$ cat src/rtl/pool_window_if.sv
// Stream-side bundle for pool_window_gen: a raster pixel input and a window output.
// Every channel is valid/ready: a transfer happens on a rising edge where valid && ready are both 1,
// and a source holding valid=1 keeps its payload stable until that transfer.
interface pool_window_if #(
   parameter int N     = 2,
   parameter int WIDTH = 8
);
   logic                   in_valid;
   logic                   in_ready;
   logic [WIDTH-1:0]       in_data;
   logic                   out_valid;
   logic                   out_ready;
   logic [N*N*WIDTH-1:0]   out_window;
   logic                   out_last;

   // master is the surrounding system (pixel source + window sink), slave is the window generator
   modport master (
      output in_valid, in_data, out_ready,
      input  in_ready, out_valid, out_window, out_last
   );

   modport slave (
      input  in_valid, in_data, out_ready,
      output in_ready, out_valid, out_window, out_last
   );
endinterface

$ cat src/rtl/pool_window_gen.sv
// Raster pixel stream to non-overlapping NxN window assembler (stride N) for max_pooling.
// Element (r,c) of a window sits at out_window[(r*N+c)*WIDTH +: WIDTH].
module pool_window_gen #(
   parameter int POOLING_NxN = 2,
   parameter int WIDTH       = 8,
   parameter int IMG_W       = 8,
   parameter int IMG_H       = 8
) (
   input  logic          clk,
   input  logic          rst_n,
   input  logic          clear,
   pool_window_if.slave  bus
);

   localparam int N        = POOLING_NxN;
   localparam int CW       = (IMG_W > 1) ? $clog2(IMG_W) : 1;
   localparam int RW       = (IMG_H > 1) ? $clog2(IMG_H) : 1;
   localparam int SW       = $clog2(N);
   localparam int LB_DEPTH = (N - 1) * IMG_W;
   localparam int LBW      = (LB_DEPTH > 1) ? $clog2(LB_DEPTH) : 1;
   localparam int OW       = N * N * WIDTH;

   localparam logic [CW-1:0] COL_LAST = CW'(IMG_W - 1);
   localparam logic [RW-1:0] ROW_LAST = RW'(IMG_H - 1);
   localparam logic [SW-1:0] SUB_LAST = SW'(N - 1);

   logic [CW-1:0]    col;
   logic [RW-1:0]    row;
   logic [SW-1:0]    sub_c;
   logic [SW-1:0]    sub_r;

   logic             in_ready_w;
   logic             accept;
   logic             complete;
   logic             row_end;
   logic             frame_end;
   logic [LBW-1:0]   wr_idx;

   logic [WIDTH-1:0] lb [LB_DEPTH];
   logic [WIDTH-1:0] sr [N-1];
   logic [OW-1:0]    win_next;

   logic             out_valid_q;
   logic             out_last_q;
   logic [OW-1:0]    out_window_q;

   assign in_ready_w     = !out_valid_q || bus.out_ready;
   assign bus.in_ready   = in_ready_w;
   assign bus.out_valid  = out_valid_q;
   assign bus.out_window = out_window_q;
   assign bus.out_last   = out_last_q;

   assign accept    = bus.in_valid && in_ready_w;
   assign complete  = accept && (sub_r == SUB_LAST) && (sub_c == SUB_LAST);
   assign row_end   = (col == COL_LAST);
   assign frame_end = row_end && (row == ROW_LAST);
   assign wr_idx    = LBW'(int'(sub_r) * IMG_W + int'(col));

   // sub_c/sub_r track col%N and row%N without a divider; they wrap with col/row
   // because the frame dimensions are multiples of N
   always_ff @(posedge clk or negedge rst_n) begin
      if (!rst_n) begin
         col   <= '0;
         row   <= '0;
         sub_c <= '0;
         sub_r <= '0;
      end else if (clear) begin
         col   <= '0;
         row   <= '0;
         sub_c <= '0;
         sub_r <= '0;
      end else if (accept) begin
         col   <= row_end ? '0 : col + 1'b1;
         sub_c <= (sub_c == SUB_LAST) ? '0 : sub_c + 1'b1;
         if (row_end) begin
            row   <= frame_end ? '0 : row + 1'b1;
            sub_r <= (sub_r == SUB_LAST) ? '0 : sub_r + 1'b1;
         end
      end
   end

   // Upper N-1 rows of a band go to the line buffer; the bottom row only needs
   // the last N-1 pixels of the current tile, kept in a short shift register.
   always_ff @(posedge clk) begin
      if (accept) begin
         if (sub_r != SUB_LAST) begin
            lb[wr_idx] <= bus.in_data;
         end else begin
            for (int i = 0; i < N - 2; i++) begin
               sr[i] <= sr[i+1];
            end
            sr[N-2] <= bus.in_data;
         end
      end
   end

   always_comb begin
      win_next = '0;
      for (int r = 0; r < N - 1; r++) begin
         for (int c = 0; c < N; c++) begin
            win_next[(r*N+c)*WIDTH +: WIDTH] = lb[LBW'(r * IMG_W + int'(col) - (N - 1) + c)];
         end
      end
      for (int c = 0; c < N - 1; c++) begin
         win_next[((N-1)*N+c)*WIDTH +: WIDTH] = sr[c];
      end
      win_next[(N*N-1)*WIDTH +: WIDTH] = bus.in_data;
   end

   always_ff @(posedge clk or negedge rst_n) begin
      if (!rst_n) begin
         out_valid_q  <= 1'b0;
         out_last_q   <= 1'b0;
         out_window_q <= '0;
      end else if (clear) begin
         out_valid_q  <= 1'b0;
         out_last_q   <= 1'b0;
         out_window_q <= '0;
      end else if (complete) begin
         out_valid_q  <= 1'b1;
         out_last_q   <= frame_end;
         out_window_q <= win_next;
      end else if (out_valid_q && bus.out_ready) begin
         out_valid_q  <= 1'b0;
      end
   end

endmodule
$ cat src/flat_wrapper.sv
// flat-port wrapper written by rule: the top's interface ports become plain ports
module pool_window_gen_flat 
#(
   parameter int POOLING_NxN = 2,
   parameter int WIDTH       = 8,
   parameter int IMG_W       = 8,
   parameter int IMG_H       = 8
)
  (clk, rst_n, clear, bus_in_valid, bus_in_data, bus_out_ready, bus_in_ready, bus_out_valid, bus_out_window, bus_out_last);
  pool_window_if #(.WIDTH(WIDTH)) bus_i ();
  input  logic clk;
  input  logic rst_n;
  input  logic clear;
  input wire logic [$bits(bus_i.in_valid)-1:0] bus_in_valid;
  input wire logic [$bits(bus_i.in_data)-1:0] bus_in_data;
  input wire logic [$bits(bus_i.out_ready)-1:0] bus_out_ready;
  output wire logic [$bits(bus_i.in_ready)-1:0] bus_in_ready;
  output wire logic [$bits(bus_i.out_valid)-1:0] bus_out_valid;
  output wire logic [$bits(bus_i.out_window)-1:0] bus_out_window;
  output wire logic [$bits(bus_i.out_last)-1:0] bus_out_last;
  assign bus_i.in_valid = bus_in_valid;
  assign bus_i.in_data = bus_in_data;
  assign bus_i.out_ready = bus_out_ready;
  assign bus_in_ready = bus_i.in_ready;
  assign bus_out_valid = bus_i.out_valid;
  assign bus_out_window = bus_i.out_window;
  assign bus_out_last = bus_i.out_last;
  pool_window_gen #(.POOLING_NxN(POOLING_NxN), .WIDTH(WIDTH), .IMG_W(IMG_W), .IMG_H(IMG_H)) u_core (.clk(clk), .rst_n(rst_n), .clear(clear), .bus(bus_i));
endmodule
$ cat config.mk
export PLATFORM = sky130hd
export DESIGN_NAME = pool_window_gen_flat
export DESIGN_NICKNAME = d
export VERILOG_FILES = /design/src/rtl/pool_window_if.sv /design/src/rtl/pool_window_gen.sv /design/src/flat_wrapper.sv
export SDC_FILE = /design/constraint.sdc
export NUM_CORES = 1
export LEC_CHECK = 0
export CORE_MARGIN = 4
export CORE_UTILIZATION = 40
export CTS_CLUSTER_SIZE = 10
export DETAILED_ROUTE_END_ITERATION = 7
export HOLD_SLACK_MARGIN = 0.03
export SYNTH_ARGS = -nofsm -noshare
export SYNTH_HDL_FRONTEND = slang
export SYNTH_SLANG_ARGS = --single-unit
$ cat constraint.sdc
create_clock -name clk -period 4.2 [get_ports clk]
set_input_delay 0.84 -clock clk [delete_from_list [all_inputs] [get_ports clk]]
set_output_delay 0.84 -clock clk [all_outputs]
set_load 0.02 [all_outputs]
== After elaboration in Yosys (flattened, before gate mapping) ==
Memory sizes are Yosys's and may differ from the RTL's.
Index checks and enable logic that the tools add are counted.

* Bits in registers: 42
* Memory bits (read-only): 0
* Logic and storage cells: 57
* Bits in writable memories: 72
* Bits of input ports: 13
* Memories kept: 2
* Latch bits: 0

* Order comparisons: 0
* Eq/ne operators: 2
* Muxes and demuxes: 27
* Reduce and logical (&&, ||, !) cells: 12
* Divide/modulo/power cells: 0
* $add $sub $neg: 7
* Shifts and indexed selects: 0
* Multiply operators: 0
* Bitwise operators: 0

{| class="wikitable"
|+ Memory list
! name !! depth !! bits a word !! rd ports !! clocked after Yosys merged registers in !! write ports !! line !! RTL
|-
| u_core.lb || 8 || 8 || 2 || 0 || 1 || pool_window_gen.sv:39 || <nowiki>logic [WIDTH-1:0] lb [LB_DEPTH];</nowiki>
|-
| u_core.sr || 1 || 8 || 1 || 0 || 1 || pool_window_gen.sv:40 || <nowiki>logic [WIDTH-1:0] sr [N-1];</nowiki>
|}

{| class="wikitable"
|+ Operators with widths
! kind !! number
|-
| $mux 32 || 2
|-
| $mux 3 || 7
|-
| $mux 1 || 18
|-
| $add 3x1->3 const B || 2
|-
| $eq 3x3->1 const B || 2
|-
| $reduce_bool 2->1 || 3
|-
| $logic_and 1x1->1 || 5
|-
| $add 1x3->3 const A || 1
|-
| $add 3x2->3 const B || 1
|-
| $reduce_bool 3->1 || 1
|-
| $sub 3x1->3 const B || 1
|-
| $add 1x1->1 const B || 2
|-
| $reduce_and 2->1 || 1
|-
| $logic_not 1->1 || 1
|-
| $logic_or 1x1->1 || 1
|}

== Logic depth before layout (Yosys ltp) ==
Gate-level depths: netlist (run 1).

* Word-level depth: 7
* Depth in mapped cells: 8

== Least setup slack after synthesis (run 1) ==
No wires, ideal clock.

* Path kind: input -> register
* Start point: input port bus_out_ready
* End point: memory u_core.lb[1][0], enable pin
* Stages: 5
* Required time: 3,817 ps
* Setup time: 383 ps
* Setup slack: 1,618 ps
* Buffers on the path: 1
* Data arrival time: 2,198 ps
* Cell sequence: nand2b_1 -> buf_2 -> nand2_1 -> or3_1 -> nor3_1

* Word-level cells in the longest chain between the ends: 4

{| class="wikitable"
|+ RTL lines
! item !! line !! RTL
|-
| start: declaration || flat_wrapper.sv:16 || <nowiki>input wire logic [$bits(bus_i.out_ready)-1:0] bus_out_ready;</nowiki>
|-
| $logic_or 1x1->1 || pool_window_gen.sv:47 || <nowiki>assign in_ready_w = !out_valid_q || bus.out_ready;</nowiki>
|-
| named net bus_in_ready || flat_wrapper.sv:17 || <nowiki>output wire logic [$bits(bus_i.in_ready)-1:0] bus_in_ready;</nowiki>
|-
| $logic_and 1x1->1 || pool_window_gen.sv:53 || <nowiki>assign accept = bus.in_valid && in_ready_w;</nowiki>
|-
| $mux 1 || pool_window_gen.sv:85 || <nowiki>if (accept) begin</nowiki>
|-
| $mux 1 (implied by the code) || pool_window_gen.sv:87 || <nowiki>lb[wr_idx] <= bus.in_data;</nowiki>
|-
| end: declaration || pool_window_gen.sv:39 ||
|}

The timed path passes the listed nets, and every way through them passes these cells.

== Worst setup path after layout (run 1) ==
* Start point: input port bus_out_ready
* End point: output port bus_in_ready

* Word-level cells in the longest chain between the ends: 1

{| class="wikitable"
|+ RTL lines
! item !! line
|-
| $logic_or 1x1->1 || pool_window_gen.sv:47
|-
| end: declaration || flat_wrapper.sv:17
|}

Every way passes these cells.

==> results of run 1 <==
cell usage in the layout (no fill, tap or decap), drive strengths merged, types with 3 or more instances in the layout:
cell / instances
a31oi: 8
nor2: 12
o2bb2ai: 8
nand3: 10
clkinvlp: 6
nand2: 40
mux4: 16
edfxtp: 72
clkinv: 5
buf: 19
clkbuf: 18
a32o: 9
clkdlybuf4s50: 46
ha: 5
a22o: 16
mux2i: 25
xnor2: 3
or3: 3
dfrtp: 42
a21oi: 5
inv: 4
a22oi: 8
area by class of cell:
| cell class | count | area [um^2] |
|---|---|---|
| fillers | 990 | 5854 |
| repair buffers | 65 | 600.6 |
| inverters | 2 | 7.507 |
| multi-input cells | 183 | 1530 |
| clock buffers | 18 | 439.2 |
| flip-flops and latches | 114 | 3213 |
| well taps | 147 | 183.9 |
| clock inverters | 14 | 132.6 |
routing by layer:
layer	up-vias	track usage (%)	part of all wire (%)
met1	1507	21.21	44
met4	0	6.372	1.3
met3	13	3.206	3.6
met5	-	0	0
met2	71	27.97	51
li1	1377	-	-
cell families (layout without fill, tap and decap cells):
kind of cell	after synthesis	count (layout)	share of synthesized area (%)
AOI/OAI and AO/OA	55	55	9.110
xor gates and xnor gates	5	5	1.437
adders and majority gates	5	5	1.283
buffers and inverters	23	99	2.720
DFF	114	114	65.90
muxes	41	41	12.52
and+or+nand+nor	77	77	7.031
power groups by stage:
| stage | sequential, mW | combinational [mW] | clock (mW) |
|---|---|---|---|
| final | 1.23 | 0.278 | 1.35 |
| after global routing | 1.23 | 0.303 | 1.43 |
| after detailed placement | 1.25 | 0.279 | 0 |
| after global placement | 1.25 | 0.277 | 0 |
| after CTS | 1.23 | 0.280 | 1.37 |
| after floorplan | 1.24 | 0.194 | 0 |
worst paths after layout:
check | start | cells past startpoint | endpoint | slack, ns
setup / recovery | bus_out_ready | 3 | bus_in_ready | 1.17
hold / removal | u_core.sr[0][1] | 1 | u_core.bus.out_window[17] | 0.47
setup reg to reg | u_core.col[2] | 5 | u_core.bus.out_window[6] | 1.79
hold reg to reg | u_core.sr[0][1] | 1 | u_core.bus.out_window[17] | 0.47
max in group asynchronous | rst_n | 1 | u_core.bus.out_window[1] | 2.96
min in group asynchronous | rst_n | 1 | u_core.row[1] | 0.60
state kept, by name, indices dropped and copies added (netlist names):
register	cells
u_core.lb	64
u_core.bus.out_window	32
u_core.sr	8
u_core.col	3
u_core.row	3
u_core.bus.out_last	1
u_core.bus.out_valid	1
u_core.sub_c	1
u_core.sub_r	1
==> metrics.csv, run 1 <==
stage,metric,value,unit
sta,period utilisation layout,72.17,%
clock_tree,total CTS buffers,17,
setup_path,Startpoint Class,input port,
floorplanning,# rows,40,
logic_synthesis,Cells after Synth,320,
finish,Final nets,401,
place,dpl ws,1.012,ns
logic_synthesis,Post-synth top cells,"edfxtp_1, dfrtp_1, nand2_1, mux2i_1",
global_routing,initial antenna violation count,0,
logic_synthesis,synth warn,0,
power,Sw Share,24.03,%
route,Post-DRT Antenna Nets,0,
route,drt first pass iters,4,
clock_tree,Max clock buf depth,2,
power,switching power,0.6857,mW
floorplanning,Die Y,118.4,um
finish,Finished Layout Cells,543,
finish,Ant. Diodes,0,
sta,f_max,0.3299,GHz
logic_synthesis,Synth area leader,edfxtp_1,
logic_synthesis,Syn Nets,338,
setup_path,CP cell instances,clkdlybuf4s50_1 -> nand2b_1 -> clkdlybuf4s50_1,
finish,design area,6107,um^2
logic_synthesis,Yosys top cell area share,44.34,%
route,DRC,0,
setup_path,worst stage delay on the critical path,0.66,ns
clock_tree,clock sink total,114,
setup_path,CP Buf/Inv Count,2,
sta,Max-slew headroom,30.11,%
power,logic gate share of total power,9.7,%
logic_synthesis,register bit total from synthesis,114,
sta,Fin. Hold Viols,0,
floorplanning,x dimension of the die,118.4,um
global_routing,Overall Global Routing Usage,16.57,%
clock_tree,cts hold-fix bufs,0,
setup_path,Worst Path Required,3.36,ns
logic_synthesis,"Async S/R FF share, synth",36.84,%
place,RePlAce Congestion,0.8021,
logic_synthesis,synthesized area,4876,um^2
finish,Layout Utilization,51.06,%
logic_synthesis,Synth Flop Type,edfxtp_1,
setup_path,CP max FO,8,
clock_tree,clock-pin slew on the worst setup and hold paths,0.05,ns
floorplanning,full die area,14020,um^2
sta,setup_tns,0,ns
place,DP HPWL,7.113,mm
setup_path,Top Family by Delay on Critical Path,buffers and inverters,
power,Pwr Density,467.3,nW/um^2
power,cell-internal power,2.168,mW
worst_hold_path,HP Class,register to register,
sta,Slew @ Worst Pin,1.048,ns
setup_path,Critical Path Most Common Cell,clkdlybuf4s50_1,
power,Design Power,2.854,mW
power,Pleak,2.344,nW
route,Avg WL per Cell,20.27,um
place,"Cell Area, Placed",5535,um^2
finish,share of layout cells above drive strength 1,17.68,%
logic_synthesis,"count leader, synth",edfxtp_1,
sta,RSZ-0062 raised after global routing,no,
sta,Period minus WS final,3.031,ns
sta,Final Slew Violations,0,
logic_synthesis,Synth area leaders,"edfxtp_1, dfrtp_1, mux4_2",
setup_path,Crit Path Class,input port to primary output,
clock_tree,Post-CTS Setup Inserts,0,
clock_tree,H-tree Lvls,4,
logic_synthesis,syn_area_per_cell,15.24,um^2
global_routing,first-pass GRT wire length,17.64,mm
place,Port Buf Inserts,47,
clock_tree,Root Driver,clkbuf_16,
clock_tree,Clock Latency Late Sink,0.40,ns
floorplanning,IO Count,48,
setup_path,Worst setup EP type,primary output,
global_routing,GRT overflow,0,
route,Via-to-Cell Ratio,5.466,
outcome,run status,completed,
logic_synthesis,"EDFF count, synth",72,
global_routing,largest net degree at the start of global routing,43,
route,routed via count,2968,
clock_tree,CTS tree,built,
finish,Layout Area Growth over Synthesis,25.25,%
clock_tree,CTS resizes,0,
sta,hold slack,0.4667,ns
sta,Clock Skew,0.01492,ns
power,Clk pwr share,47.3,%
place,DP Cell Count,511,
floorplanning,Starting Density,40.76,%
floorplanning,Core ar.,11960,um^2
sta,Final Setup Violations,0,
setup_path,Critical Path AT,2.19,ns
job,MaxCap Viol Count,0,
route,drt initial violations,174,
power,Reg power frac,43.0,%
global_routing,vias in the first global route,3225,
logic_synthesis,sequential area share after synthesis,65.90,%
power,Max VDD drop,0.2412,mV
logic_synthesis,"Distinct cells, synth",37,
route,Routed WL,11.01,mm
sta,final setup margin,1.169,ns
setup_path,worst-path cell with the longest stage delay,clkdlybuf4s50_1,
Note: power is estimated with default switching activity, not from simulation.
==> run 2: changes to the inputs <==
Clock period 4.2 ns to 2.5 ns, I/O delays scaled along.
==> run 2 against run 1 <==
Effect of this change:
- global-route usage grew 0.46 points
- clock-buffer cell count shrank 1
- largest cell class unchanged
- combinational power grew 67%
- critical path type unchanged
- critical path depth is the same
==> metrics.csv, run 2 (synthesis results as in run 1) <==
stage,metric,value,unit
finish,Layout Area Growth over Synthesis,27.15,%
floorplanning,Starting Density,40.76,%
outcome,run status,completed,
sta,Period minus WS final,2.221,ns
power,Pleak,2.413,nW
global_routing,Top Usage Layer GRT,met2,
power,switching power,1.151,mW
global_routing,vias in the first global route,3153,
finish,Filler cells,1001,
clock_tree,clock sink total,114,
place,RePlAce Congestion,0.8465,
floorplanning,IO Count,48,
floorplanning,full die area,14020,um^2
route,routed via count,3027,
place,Port Buf Inserts,47,
finish,max FFs per register,64,
clock_tree,cts hold-fix bufs,0,
power,Max VDD drop,0.5074,mV
power,Pwr Density,802.3,nW/um^2
sta,Final Setup Violations,0,
finish,register area,3213,um^2
worst_hold_path,HP Class,input port to async pin,
sta,Final Slew Violations,0,
floorplanning,# rows,40,
route,Post-DRT Antenna Nets,0,
power,Clk pwr share,49.1,%
job,MaxCap Viol Count,0,
finish,"most common cell after layout, fill and taps aside",edfxtp_1,
global_routing,Overall Global Routing Usage,17.03,%
sta,Max-slew headroom,43.86,%
finish,share of layout cells above drive strength 1,18.66,%
clock_tree,CTS resizes,0,
sta,Slew @ Worst Pin,0.8380,ns
clock_tree,total CTS buffers,17,
global_routing,GRT overflow,0,
place,DP HPWL,7.812,mm
setup_path,Crit Path Class,input port to primary output,
clock_tree,Max clock buf depth,2,
global_routing,first-pass GRT wire length,18.13,mm
setup_path,Worst Path Required,2.00,ns
floorplanning,x dimension of the die,118.4,um
route,Routed WL,11.23,mm
setup_path,CP Launch Point,bus_out_ready,
clock_tree,Root Driver,clkbuf_16,
power,logic gate share of total power,9.3,%
global_routing,grt met2 use,25.90,%
clock_tree,Post-CTS Setup Inserts,0,
sta,f_max,0.4503,GHz
clock_tree,clock-pin slew on the worst setup and hold paths,0.06,ns
finish,area of the multi-input gates,1530,um^2
power,Reg power frac,41.5,%
setup_path,Worst setup EP type,primary output,
route,Avg WL per Cell,20.46,um
power,cell-internal power,3.823,mW
setup_path,Startpoint Class,input port,
floorplanning,Die Y,118.4,um
finish,Final nets,407,
finish,Ant. Diodes,0,
finish,most frequent cells in the layout,"edfxtp_1, clkdlybuf4s50_1, dfrtp_1, nand2_1, mux2i_1",
sta,Clock Skew,0.01107,ns
setup_path,CP max FO,3,
route,drt initial violations,182,
sta,setup_tns,0,ns
clock_tree,CTS tree,built,
setup_path,Critical Path AT,1.72,ns
route,DRC,0,
sta,Fin. Hold Viols,0,
place,"Cell Area, Placed",5593,um^2
clock_tree,H-tree Lvls,4,
finish,design area,6200,um^2
clock_tree,Clock Latency Late Sink,0.40,ns
route,drt first pass iters,4,
finish,Biggest register,u_core.lb,
power,Sw Share,23.14,%
route,Via-to-Cell Ratio,5.514,
floorplanning,Core ar.,11960,um^2
sta,period utilisation layout,88.82,%
global_routing,grt met1 use,24.08,%
sta,RSZ-0062 raised after global routing,no,
global_routing,largest net degree at the start of global routing,43,
global_routing,initial antenna violation count,0,
setup_path,Reg2Reg Depth,6,
setup_path,FF-to-FF Start,u_core.col[1],
global_routing,grt met3 use,4.067,%
[run 2: cell count changes in the layout (fill, tap and decap cells not counted)]
cell	before	now
clkinvlp_4	6	1
buf_12	0	1
clkbuf_8	1	0
bufinv_16	1	3
clkinv_1	0	1
inv_6	2	4
clkinv_2	1	2
buf_4	18	23
[run 2: final cells by class]
type | count | share of cell area [%]
flip-flops and latches | 114 | 51.83
multi-input cells | 183 | 24.68
repair buffers | 71 | 10.62
clock buffers | 17 | 6.862
well taps | 147 | 2.967
clock inverters | 15 | 2.926
inverters | 2 | 0.1211
[run 2: worst max-delay path, stage by stage]
cell and delay [ns]:
clkdlybuf4s50_1 0.45, nand2b_1 0.15, clkdlybuf4s50_1 0.62
[run 2: metal layers]
layer | up-vias | wire length (um)
li1 | 1385 | -
met4 | 0 | 46
met2 | 96 | 5359
met3 | 2 | 757
met1 | 1544 | 5070
met5 | - | 0
[run 2: power groups by stage]
stage,clock (mW),sequential [mW],combinational [mW]
6_report,2.44,2.06,0.465
5_1_grt,2.58,2.07,0.514
4_1_cts,2.49,2.06,0.471
3_5_place_dp,0,2.10,0.469
3_3_place_gp,0,2.10,0.460
2_1_floorplan,0,2.09,0.326
[run 2: worst paths after layout]
| kind | end | slack [ns] |
|---|---|---|
| min reg2reg | u_core.bus.out_window[17] | 0.47 |
| max reg2reg | u_core.bus.out_window[0] | 0.38 |
| max in group asynchronous | u_core.bus.out_window[1] | 1.94 |
| min | u_core.row[2] | 0.18 |
| min in group clk | u_core.bus.out_window[17] | 0.47 |
| max | bus_in_ready | 0.28 |
[run 2: per-stage QoR]
stage / power [mW] / utilization (%) / setup slack, ns / instances / hold WS (ns)
final: 4.974 / 51.83 / 0.2794 / 549 / 0.1785
after floorplan: 2.417 / - / 0.2581 / 320 / 0.2044
after global placement: 2.560 / 46.76 / 0.2411 / 517 / 0.4506
after CTS: 5.026 / 51.83 / 0.2741 / 549 / 0.1871
after detailed placement: 2.570 / 46.76 / 0.2296 / 517 / 0.4499
after global routing: 5.161 / 51.83 / 0.1756 / 549 / 0.2234
